## config.mk

```make
export PLATFORM = sky130hd
export DESIGN_NAME = key_mode_ctrl
export DESIGN_NICKNAME = d
export VERILOG_FILES = /design/src/rtl/key_mode_ctrl.sv
export SDC_FILE = /design/constraint.sdc
export NUM_CORES = 1
export LEC_CHECK = 0
export CAP_MARGIN = 20
export CORE_MARGIN = 3
export CORE_UTILIZATION = 50
export CTS_CLUSTER_SIZE = 10
export DETAILED_ROUTE_END_ITERATION = 10
export GPL_TIMING_DRIVEN = 1
export PLACE_DENSITY = 0.7
export SYNTH_ARGS = -nofsm -noshare
export SYNTH_HDL_FRONTEND = slang
export SYNTH_SLANG_ARGS = --single-unit
```

## constraint.sdc

```tcl
create_clock -name sys_clk -period 1.9 [get_ports sys_clk]
set_input_delay 0.38 -clock sys_clk [delete_from_list [all_inputs] [get_ports sys_clk]]
set_output_delay 0.38 -clock sys_clk [all_outputs]
set_load 0.02 [all_outputs]
```

## src/rtl/key_mode_ctrl.sv

```systemverilog
// Push-button debouncer with short/long press decoding that drives the
// breathing-LED speed selector and breathing enable.
module key_mode_ctrl #(
  parameter logic [19:0] CNT_20MS = 20'd1_000_000,
  parameter logic [25:0] CNT_LONG = 26'd50_000_000,
  parameter logic [2:0]  MODE_NUM = 3'd4
) (
  input  logic       sys_clk,
  input  logic       sys_rst,
  input  logic       key_in,
  output logic       key_state,
  output logic       key_flag,
  output logic       key_release,
  output logic       key_long,
  output logic [1:0] mode,
  output logic       breath_en
);

  typedef enum logic [1:0] {
    IDLE,
    FILTER_DN,
    PRESSED,
    FILTER_UP
  } state_t;

  state_t      r_state;
  logic [1:0]  r_sync;
  logic [19:0] r_fcnt;
  logic [25:0] r_hcnt;
  logic        r_long_seen;
  logic        r_key_state;
  logic        r_key_flag;
  logic        r_key_rel;
  logic        r_key_long;
  logic [1:0]  r_mode;
  logic        r_breath;

  logic w_key;
  logic w_fdone;
  logic w_hmax;
  logic w_wrap;

  assign w_key   = r_sync[1];
  assign w_fdone = (r_fcnt == (CNT_20MS - 20'd1));
  assign w_hmax  = (r_hcnt == (CNT_LONG - 26'd1));
  assign w_wrap  = ({1'b0, r_mode} == (MODE_NUM - 3'd1));

  always_ff @(posedge sys_clk or posedge sys_rst) begin
    if (sys_rst) begin
      r_sync      <= 2'b11;
      r_state     <= IDLE;
      r_fcnt      <= '0;
      r_hcnt      <= '0;
      r_long_seen <= 1'b0;
      r_key_state <= 1'b0;
      r_key_flag  <= 1'b0;
      r_key_rel   <= 1'b0;
      r_key_long  <= 1'b0;
      r_mode      <= 2'd0;
      r_breath    <= 1'b1;
    end else begin
      r_sync     <= {r_sync[0], key_in};
      r_key_flag <= 1'b0;
      r_key_rel  <= 1'b0;
      r_key_long <= 1'b0;
      unique case (r_state)
        IDLE: begin
          if (!w_key) begin
            r_state <= FILTER_DN;
            r_fcnt  <= '0;
          end
        end
        FILTER_DN: begin
          if (w_key) begin
            r_state <= IDLE;
            r_fcnt  <= '0;
          end else if (w_fdone) begin
            r_state     <= PRESSED;
            r_fcnt      <= '0;
            r_key_flag  <= 1'b1;
            r_key_state <= 1'b1;
            r_hcnt      <= '0;
            r_long_seen <= 1'b0;
          end else begin
            r_fcnt <= r_fcnt + 20'd1;
          end
        end
        PRESSED: begin
          // Threshold check is independent of the exit so it still fires
          if (!w_hmax) begin
            r_hcnt <= r_hcnt + 26'd1;
          end else if (!r_long_seen) begin
            r_key_long  <= 1'b1;
            r_breath    <= ~r_breath;
            r_long_seen <= 1'b1;
          end
          if (w_key) begin
            r_state <= FILTER_UP;
            r_fcnt  <= '0;
          end
        end
        FILTER_UP: begin
          if (!w_key) begin
            r_state <= PRESSED;
            r_fcnt  <= '0;
          end else if (w_fdone) begin
            r_state     <= IDLE;
            r_fcnt      <= '0;
            r_key_rel   <= 1'b1;
            r_key_state <= 1'b0;
            if (!r_long_seen) begin
              r_mode <= w_wrap ? 2'd0 : r_mode + 2'd1;
            end
          end else begin
            r_fcnt <= r_fcnt + 20'd1;
          end
        end
        default: begin
          r_state <= IDLE;
          r_fcnt  <= '0;
        end
      endcase
    end
  end

  assign key_state   = r_key_state;
  assign key_flag    = r_key_flag;
  assign key_release = r_key_rel;
  assign key_long    = r_key_long;
  assign mode        = r_mode;
  assign breath_en   = r_breath;

endmodule

```

==> impl_metrics.toml <==
[status]
status = "finished, violations left"
violations = "negative setup slack"

[pwr]
irDropWorstVdd_mv = 0.4951
power_leakage_uw = 0.001820
power_density_nw_per_um2 = 737.9

[worst_setup_path]
crit_path_end_kind = "flop"
cp-start-kind = "flop"
worstSetupPathType = "flop to flop"
cpPeakStageDelay_ns = 0.55
cp.required_ns = 2.12
critPathSlowestCell = "or4b_4"
rrSetupSlack_ns = -0.23
path_max_fanout = 5
path_cells = "or4b_4 > nor4_4 > buf_4 > nand4_1 > buf_4 > buf_6 > o211ai_1 > o31ai_1"
crit_top_cell = "buf_4"
critPathBufInv = 3
crit_arrival_ns = 2.35
critPathTopFamily = "simple AND/OR/NAND/NOR gates"

[die]
initial_core_util_pct = 53.32
die_x_um = 84.03
ios = 10
die_y_um = 84.03
coreArea_um2 = 5709
rows = 27
dieArea_um2 = 7060

[place]
hpwl_um = 4621
dp.cells = 433
port_buffers = 9
place.gp.congestion = 0.7944

[route]
post-route-drc-count = 0
vias = 2901
wl_um = 8223
final_antenna_net_count = 0
routed_via_density = 6.199
firstDrtPassIters = 8
drt_iter0_markers = 263
wl_per_cell_um = 17.57

[synthesis]
synth-seq-cells = 58
yosys_warnings = 0
ys_seq_area_share_pct = 47.80
yosysTopAreaCellShare_pct = 45.21
synthArstFlopShare_pct = 100.0
yosys.cell_types.count = 46
yosysTopAreaCell = "dfrtp_1"
synth.cell_area_um2 = 3044
syn_avg_cell_area_um2 = 9.543
yosys_most_used_dff = "dfrtp_1"
synth_nets = 325
synth_edf_count = 0
syn_inst = 319
synth_area_leaders = "dfrtp_1 45%, nand4_1 4.3%, nand3_1 4.3%, o21ai_0 3.6%, nand2_1 3.3%"

[clocking]
clkTransAtPathRegs_ns = 0.07
clkSinkCount = 58
cts_max_level = 3
cts_made_buffers = 9
insertion_delay_ns = 0.34
clockBufferDepth = 2
cts_tree = "built"
cts_hold_buffers = 0
cts-root-buf = "clkbuf_8"

[sta]
setup_slack_ns = -0.2341
max_slew.worst_pin.slew_ns = 0.5426
slew_headroom_pct = 63.74
period_minus_slack_ns = 2.134
fin_skew_ns = 0.009629
slew_viol_final = 0
max_freq_ghz = 0.4686
rsz0062_at_grt = "true"
final_hold_viol_count = 0
finalSetupViolCount = 51
whs_ns = 0.3577
fin_crit_sh_pct = 112.3

[final_layout]
fin_nets = 397
multi_input_area_um2 = 1733
area_delta_synth_final_pct = 38.10
drive_above_1_share_pct = 35.86
register_area_um2 = 1455
layout_commonest_cell = "dfrtp_1"
diodes = 0
instances_no_fill = 468
layout_common_cells = "55 x dfrtp_1, 46 x buf_4, 23 x nand2_1, 22 x nand3_1, 21 x nand4_1"
fillers = 377

[worst_hold_path]
hold_class = "flop to flop"

[grt]
grt_pass1_wl_um = 12750
grt_max_degree = 59
grt_pass1_vias = 2686
track_usage_pct = 22.37
antenna_found_initial = 0
grt_remaining_overflow = 0

[run]
drv_cap = 0
## worst reg2reg max path, delay by kind of cell (launching register included)
kind / cells / cell delay [ns]
DFF: 1 / 0.38
AOI/OAI and AO/OA: 2 / 0.18
and+or+nand+nor: 3 / 0.99
buffers and inverters: 3 / 0.48
## cells by family after synthesis
family / Yosys count / synth area share [%]
compound gates: 62 / 12.13
simple gates: 154 / 29.27
buf+inv: 24 / 4.151
fa+ha+maj: 3 / 1.233
mux: 4 / 1.397
flops: 58 / 47.80
xor+xnor: 14 / 4.028
## sequential cells by signal, summed over array words and instances, names as in the netlist, named ones only
| name | flops |
|---|---|
| breath_en | 1 |
| key_flag | 1 |
| key_long | 1 |
| key_release | 1 |
| key_state | 1 |
| mode | 2 |
| r_fcnt | 20 |
| r_hcnt | 26 |
| r_long_seen | 1 |
| r_state | 1 |
| r_sync | 2 |
## cells in the mapped netlist (2+ instances only)
| cell | n |
|---|---|
| dfrtp_1 | 55 |
| nand2_1 | 27 |
| nand3_1 | 26 |
| nor2_1 | 22 |
| o21ai_0 | 22 |
| nand4_1 | 21 |
| a21oi_1 | 15 |
| nor3_1 | 10 |
| or3_1 | 10 |
| xor2_1 | 10 |
| inv_1 | 9 |
| a31oi_1 | 8 |
| and3_1 | 6 |
| clkbuf_1 | 6 |
| o211ai_1 | 6 |
| and4_1 | 5 |
| nand2b_1 | 5 |
| xnor2_1 | 4 |
| and2_1 | 3 |
| buf_4 | 3 |
| buf_6 | 3 |
| dfstp_2 | 3 |
| ha_1 | 3 |
| nor4_1 | 3 |
| nor4_4 | 3 |
| or4_1 | 3 |
| a22o_1 | 2 |
| a41oi_1 | 2 |
| buf_2 | 2 |
| mux2_1 | 2 |
| mux2i_1 | 2 |
| nor4b_1 | 2 |
| o31ai_1 | 2 |
| or4b_4 | 2 |
## worst paths after layout
path                                  startpoint                    end  depth (start not counted)
setup / recovery           r_fcnt[7]$_DFFE_PP0P_  r_hcnt[2]$_DFFE_PP0P_                          8
hold / removal               r_sync[0]$_DFF_PP1_    r_sync[1]$_DFF_PP1_                          0
setup reg to reg           r_fcnt[7]$_DFFE_PP0P_  r_hcnt[2]$_DFFE_PP0P_                          8
hold reg to reg              r_sync[0]$_DFF_PP1_    r_sync[1]$_DFF_PP1_                          0
max in group asynchronous                sys_rst    r_sync[0]$_DFF_PP1_                          3
min in group asynchronous                sys_rst     key_flag$_DFF_PP0_                          3
## power breakdown
group          switching, uW  internal (uW)
Sequential              24.1           1270
Combinational            293            188
Clock                    518            811
Total                    835           2270
## per-layer routing
| layer | vias to the layer above | routed length [um] | track usage, % |
|---|---|---|---|
| met5 | - | 0 | 0 |
| met4 | 0 | 172 | 8.772 |
| met3 | 21 | 571 | 4.541 |
| met2 | 127 | 3817 | 33.79 |
| met1 | 1422 | 3662 | 31.44 |
| li1 | 1331 | - | - |
## final cells by class
cell class                 count  area share [%]
timing repair buffer          72           15.68
inverter                      10          0.8929
tap                           72           2.143
clock inverter                 4           1.756
sequential                    58           34.61
multi-input combinational    240           41.22
clock buffer                  12           3.690
## per-stage QoR
step                      worst slack [ns]  utilization, %  area, um^2  TNS (ns)  power, uW
after CTS                          -0.1759           69.16        3949    -5.128       2972
after detailed placement           -0.1857           61.74        3525    -2.087       1660
after floorplan                   -0.09526               -        3055   -0.2222       1540
after global placement             -0.1510           61.74        3525    -1.144       1652
after global routing               -0.3059           73.64        4204    -10.99       3223
final                              -0.2341           73.64        4204    -7.688       3102
## repair_timing
item | in CTS | in global routing
buffers inserted | 8 | 9
setup endpoints to repair | 46 | 52
gates cloned | 2 | 3
pin swaps | 12 | 22
hold endpoints to repair | 0 | 0
resized for setup | 32 | 57
Power figures use the tool's default switching activity.
